**src/rtl/mux_n_1_scan.sv**
```systemverilog
// Registered N:1 multiplexer with valid/ready output, manual select and round-robin scan with dwell gap.
// Optional feature: define MUX_SCAN_CHANNEL_MASK_EN to add a per-channel enable mask for scan and manual capture.
module mux_n_1_scan #(
  parameter int NUM_CHANNELS = 16,
  parameter int DATA_WIDTH   = 8,
  parameter int SEL_WIDTH    = 4,
  parameter int DWELL_WIDTH  = 8
) (
  input  logic                               Clock_In,
  input  logic                               Reset_In,
  input  logic                               Enable_In,
  input  logic                               Mode_In,
  input  logic [SEL_WIDTH-1:0]               Select_In,
  input  logic [DWELL_WIDTH-1:0]             Dwell_In,
  input  logic [NUM_CHANNELS*DATA_WIDTH-1:0] Data_In,
  input  logic                               Out_Ready_In,
`ifdef MUX_SCAN_CHANNEL_MASK_EN
  input  logic [NUM_CHANNELS-1:0]            Channel_Mask_In,
`endif
  output logic [DATA_WIDTH-1:0]              MUX_Data_Out,
  output logic                               MUX_Valid_Out,
  output logic [SEL_WIDTH-1:0]               MUX_Channel_Out
);

  typedef enum logic [1:0] {S_IDLE, S_HOLD, S_DWELL} state_t;

  state_t                  r_state, w_state_nxt;
  logic                    r_mode, w_mode_nxt;
  logic                    r_valid, w_valid_nxt;
  logic [DATA_WIDTH-1:0]   r_data;
  logic [SEL_WIDTH-1:0]    r_ch;
  logic [SEL_WIDTH-1:0]    r_ptr, w_ptr_nxt;
  logic [DWELL_WIDTH-1:0]  r_cnt, w_cnt_nxt;

  logic                    w_cap;
  logic [SEL_WIDTH-1:0]    w_cap_ch;
  logic [DATA_WIDTH-1:0]   w_cap_data;
  logic                    w_xfer;
  logic [NUM_CHANNELS-1:0] w_mask;
  logic                    w_first_ok, w_adv_ok;
  logic [SEL_WIDTH-1:0]    w_first_ch, w_adv_ch;

`ifdef MUX_SCAN_CHANNEL_MASK_EN
  assign w_mask = Channel_Mask_In;
`else
  assign w_mask = '1;
`endif

  assign w_xfer = r_valid & Out_Ready_In;

  // Circular search for the next enabled channel starting at base+off; MSB of result flags a hit.
  function automatic logic [SEL_WIDTH:0] f_search(input logic [NUM_CHANNELS-1:0] mask,
                                                  input logic [SEL_WIDTH-1:0]    base,
                                                  input int                      off);
    logic                 found;
    logic [SEL_WIDTH-1:0] idx;
    int                   k;
    found = 1'b0;
    idx   = '0;
    for (int i = 0; i < NUM_CHANNELS; i++) begin
      k = (int'(base) + i + off) % NUM_CHANNELS;
      if (!found && mask[k]) begin
        found = 1'b1;
        idx   = SEL_WIDTH'(k);
      end
    end
    return {found, idx};
  endfunction

  assign {w_first_ok, w_first_ch} = f_search(w_mask, '0, 0);
  assign {w_adv_ok, w_adv_ch}     = f_search(w_mask, r_ptr, 1);

  // Out-of-range or masked channels yield zero data while still reporting the requested index.
  always_comb begin
    w_cap_data = '0;
    for (int k = 0; k < NUM_CHANNELS; k++) begin
      if (w_cap_ch == SEL_WIDTH'(k) && w_mask[k])
        w_cap_data = Data_In[k*DATA_WIDTH +: DATA_WIDTH];
    end
  end

  // State register
  always_ff @(posedge Clock_In) begin
    if (Reset_In) r_state <= S_IDLE;
    else          r_state <= w_state_nxt;
  end

  // Next-state logic
  always_comb begin
    w_state_nxt = r_state;
    case (r_state)
      S_IDLE: begin
        if (Enable_In && (!Mode_In || w_first_ok)) w_state_nxt = S_HOLD;
      end
      S_HOLD: begin
        if (!Enable_In) w_state_nxt = S_IDLE;
        else if (w_xfer && r_mode) begin
          if (Dwell_In != '0) w_state_nxt = S_DWELL;
          else if (!w_adv_ok) w_state_nxt = S_IDLE;
        end
      end
      S_DWELL: begin
        if (!Enable_In) w_state_nxt = S_IDLE;
        else if (r_cnt <= DWELL_WIDTH'(1)) w_state_nxt = w_adv_ok ? S_HOLD : S_IDLE;
      end
      default: w_state_nxt = S_IDLE;
    endcase
  end

  // Output/datapath control
  always_comb begin
    w_cap       = 1'b0;
    w_cap_ch    = r_ch;
    w_ptr_nxt   = r_ptr;
    w_cnt_nxt   = r_cnt;
    w_valid_nxt = r_valid;
    w_mode_nxt  = r_mode;
    case (r_state)
      S_IDLE: begin
        w_valid_nxt = 1'b0;
        if (Enable_In) begin
          w_mode_nxt = Mode_In;
          if (!Mode_In) begin
            w_cap       = 1'b1;
            w_cap_ch    = Select_In;
            w_valid_nxt = 1'b1;
          end else if (w_first_ok) begin
            w_cap       = 1'b1;
            w_cap_ch    = w_first_ch;
            w_ptr_nxt   = w_first_ch;
            w_valid_nxt = 1'b1;
          end
        end
      end
      S_HOLD: begin
        if (!Enable_In) w_valid_nxt = 1'b0;
        else if (w_xfer) begin
          if (!r_mode) begin
            w_cap    = 1'b1;
            w_cap_ch = Select_In;
          end else if (Dwell_In != '0) begin
            w_cnt_nxt   = Dwell_In;
            w_valid_nxt = 1'b0;
          end else if (w_adv_ok) begin
            w_cap     = 1'b1;
            w_cap_ch  = w_adv_ch;
            w_ptr_nxt = w_adv_ch;
          end else begin
            w_valid_nxt = 1'b0;
          end
        end
      end
      S_DWELL: begin
        w_valid_nxt = 1'b0;
        if (Enable_In) begin
          if (r_cnt <= DWELL_WIDTH'(1)) begin
            w_cnt_nxt = '0;
            if (w_adv_ok) begin
              w_cap       = 1'b1;
              w_cap_ch    = w_adv_ch;
              w_ptr_nxt   = w_adv_ch;
              w_valid_nxt = 1'b1;
            end
          end else begin
            w_cnt_nxt = r_cnt - DWELL_WIDTH'(1);
          end
        end
      end
      default: w_valid_nxt = 1'b0;
    endcase
  end

  // Datapath registers; data/channel persist after valid drops.
  always_ff @(posedge Clock_In) begin
    if (Reset_In) begin
      r_mode  <= 1'b0;
      r_valid <= 1'b0;
      r_data  <= '0;
      r_ch    <= '0;
      r_ptr   <= '0;
      r_cnt   <= '0;
    end else begin
      r_mode  <= w_mode_nxt;
      r_valid <= w_valid_nxt;
      r_ptr   <= w_ptr_nxt;
      r_cnt   <= w_cnt_nxt;
      if (w_cap) begin
        r_data <= w_cap_data;
        r_ch   <= w_cap_ch;
      end
    end
  end

  assign MUX_Data_Out    = r_data;
  assign MUX_Valid_Out   = r_valid;
  assign MUX_Channel_Out = r_ch;

endmodule

```
**config.mk**
```make
export PLATFORM = sky130hd
export DESIGN_NAME = mux_n_1_scan
export DESIGN_NICKNAME = d
export VERILOG_FILES = /design/src/rtl/mux_n_1_scan.sv
export SDC_FILE = /design/constraint.sdc
export NUM_CORES = 1
export LEC_CHECK = 0
export CAP_MARGIN = 20
export CORE_MARGIN = 8
export CORE_UTILIZATION = 42
export DETAILED_ROUTE_END_ITERATION = 10
export GPL_TIMING_DRIVEN = 0
export PLACE_DENSITY = 0.88
export SLEW_MARGIN = 20
export SYNTH_ARGS = -nofsm -noshare
export SYNTH_HDL_FRONTEND = slang
export SYNTH_SLANG_ARGS = --single-unit
```
**constraint.sdc**
```tcl
create_clock -name Clock_In -period 4.2 [get_ports Clock_In]
set_input_delay 0.84 -clock Clock_In [delete_from_list [all_inputs] [get_ports Clock_In]]
set_output_delay 0.84 -clock Clock_In [all_outputs]
set_load 0.02 [all_outputs]
```
==> flow_summary.json <==
{
  "slew_headroom_pct": 59.00,
  "grt_pass1_vias": 4733,
  "cts_root_buffer": "clkbuf_8",
  "end_kind": "register",
  "synth-async-reset-ratio_pct": 0,
  "ys_ff_latch": 28,
  "clock_latency_ns": 0.30,
  "setup_viol": 0,
  "row_count": 32,
  "netlist_top_cells_area": "dfxtp_1 (17%), mux2i_1 (7.8%), nor2_1 (6.3%)",
  "numCtsBuffers": 3,
  "nets": 782,
  "synth-edff-count": 0,
  "drive_above_1_share_pct": 7.154,
  "cts_setup_buffers": 0,
  "clk_pin_slew_ns": 0.10,
  "grt_pass1_wl_um": 25310,
  "dp.final_hpwl_um": 13440,
  "start_kind": "primary input",
  "cts_hold_buf": 0,
  "worst_pin_slew_ns": 0.6150,
  "period_share_pct": 96.43,
  "core_area_mm2": 0.007687,
  "worst-path-max-fanout": 9,
  "yosysWarningCount": 0,
  "leakage_nw": 1.835,
  "power_density_mw_per_mm2": 306.8,
  "drv_slew": 0,
  "max_freq_mhz": 246.9,
  "synthCells": 469,
  "crit_start": "Dwell_In[3]",
  "seq_area_frac_synth_pct": 16.91,
  "hold_viol": 0,
  "nFillCells": 694,
  "yosys.area.top_type_share_pct": 16.91,
  "wl_per_cell_um": 22.40,
  "vias": 4618,
  "fin_skew_ns": 0.01254,
  "post-place-ws_ns": -0.2466,
  "synth_top_cell_by_area": "dfxtp_1",
  "place.gp.congestion": 0.9540,
  "first_pass_iters": 5,
  "min_period_ns": 4.050,
  "rr_startpoint": "r_ptr[0]$_SDFFE_PP0P_",
  "routed_wl_um": 16400,
  "antenna_left": 0,
  "p_total_mw": 1.566,
  "grt_overflow_total": 0,
  "cp.required_ns": 4.37,
  "avgSynthCellArea_um2": 7.070,
  "num_io_pins": 158,
  "dieArea_mm2": 0.01099,
  "netlist-cell-type-count": 70,
  "syn_area_mm2": 0.003316,
  "syn_nets": 621,
  "ys.flop_type": "dfxtp_1",
  "die-width_um": 104.9,
  "rsz0062_at_grt": "no",
  "ir_drop_uv": 135.5,
  "outcome": "completed",
  "htreeDepth": 1,
  "track_usage_pct": 28.14,
  "finalWorstSetupSlack_ns": 0.1499,
  "port_buffers": 156,
  "maxCapViolCount": 0,
  "viasPerCell": 6.309,
  "worstPathArrival_ns": 4.22,
  "worstHoldPathType": "register to register",
  "hp-start": "r_ptr[3]$_SDFFE_PP0P_",
  "first_iter_violations": 392,
  "cts_tree": "yes",
  "hold_ws_ns": 0.4688,
  "area_growth_pct": 53.92,
  "antenna_found_initial": 1,
  "cts.sinks": 28,
  "clock_path_buffers": 2,
  "die_y_um": 104.9,
  "crit_type": "primary input to register",
  "grt_max_degree": 17,
  "drc": 0,
  "start_util_pct": 43.13
}
==> layout make-up <==
class	count	area [um2]	share of cell area, %
sequential	28	560.5	10.98
clock inverter	1	30.03	0.5884
multi-input combinational	395	2559	50.13
tap	102	127.6	2.501
buffer	34	176.4	3.457
timing repair buffer	156	1562	30.60
antenna	1	2.502	0.04903
clock buffer	3	41.29	0.8090
inverter	12	45.04	0.8826
==> report_power, final <==
group / internal, mW / switching [mW] / total [mW] / leakage [nW]
logic: 0.431 / 0.565 / 0.996 / 1.57
registers: 0.300 / 0.0390 / 0.339 / 0.229
clock network: 0.128 / 0.103 / 0.231 / 0.0357
total: 0.860 / 0.706 / 1.57 / 1.84
==> registers in the layout, indices dropped and copies added (netlist names) <==
name             cells
r_mode               1
MUX_Channel_Out      4
r_state              2
MUX_Valid_Out        1
r_cnt                8
MUX_Data_Out         8
r_ptr                4
==> cells in the mapped netlist (all sizes together), types with 3 or more instances <==
library cell and instances:
a211o 6, nand4 6, a31o 4, o31ai 7, o21ai 30, and3 6
a21oi 31, clkbuf 15, nor2 57, o21a 3, o2bb2ai 5, nor3 19
a22oi 8, o22a 3, mux2i 26, nand3 25, inv 12, buf 19
a311oi 4, ha 7, nor3b 3, a221o 4, or3 5, a21o 5
a211oi 17, a31oi 4, dfxtp 28, o311ai 5, o22ai 4, o211ai 6
nand2b 8, or4 3, nand2 46, nor4 6
==> path summary, 6_finish.rpt <==
check,slack (ns),to,depth (start not counted)
worst max register to register,0.55,MUX_Data_Out[3]$_SDFFE_PP0P_,11
worst min register to register,0.47,r_ptr[3]$_SDFFE_PP0P_,2
worst max-delay path,0.15,MUX_Data_Out[3]$_SDFFE_PP0P_,10
worst min-delay path,0.47,r_ptr[3]$_SDFFE_PP0P_,2
==> through the flow <==
stage | cell area, um2 | instances | util (%) | TNS (ns)
floorplan | 3316 | 469 | - | 0
global placement | 5005 | 727 | 65.10 | -0.5619
detailed placement | 5005 | 727 | 65.10 | -0.8661
CTS | 5076 | 731 | 66.03 | 0
global route | 5104 | 732 | 66.39 | 0
finish | 5104 | 732 | 66.39 | 0
==> repair_timing <==
item                                    in CTS  in global routing
hold endpoints to repair                     0                  0
resized for setup                            0                  5
endpoints found under the setup margin       0                  5
==> routing by layer <==
layer	share of wire, %	global-route usage, %
met5	0	0
met4	5.3	16.11
met3	12	9.459
met2	46	47.10
met1	37	30.52
==> kinds of logic after synthesis <==
group | synth area share [%]
and+or+nand+nor | 28.26
AOI/OAI and AO/OA | 36.45
buffers and inverters | 6.679
adders and majority gates | 2.641
xor gates and xnor gates | 0.5284
DFF | 16.91
muxes | 8.528
==> critical path: stages <==
cell and delay [ns]:
clkdlybuf4s50_1 0.45, or4_4 0.58, nor2_2 0.30, a31oi_1 0.15, or3_1 0.43, nand2_2 0.23, nand2_1 0.29, o22a_1 0.34
a2111oi_1 0.44, a21oi_1 0.14
==> cell usage in the layout (no fill, tap or decap), drive strengths merged, types with 7 or more instances in the layout <==
cell type      netlist  routed
nor2                57      57
nor3                19      19
buf                 19      19
nand3               25      25
dfxtp               28      28
ha                   7       7
nand2b               8       8
mux2i               26      26
clkdlybuf4s50        0     156
inv                 12      12
clkbuf              15      18
a21oi               31      31
o31ai                7       7
a22oi                8       8
nand2               46      46
o21ai               30      30
a211oi              17      17
No activity file was read; power rests on OpenSTA's default activity.
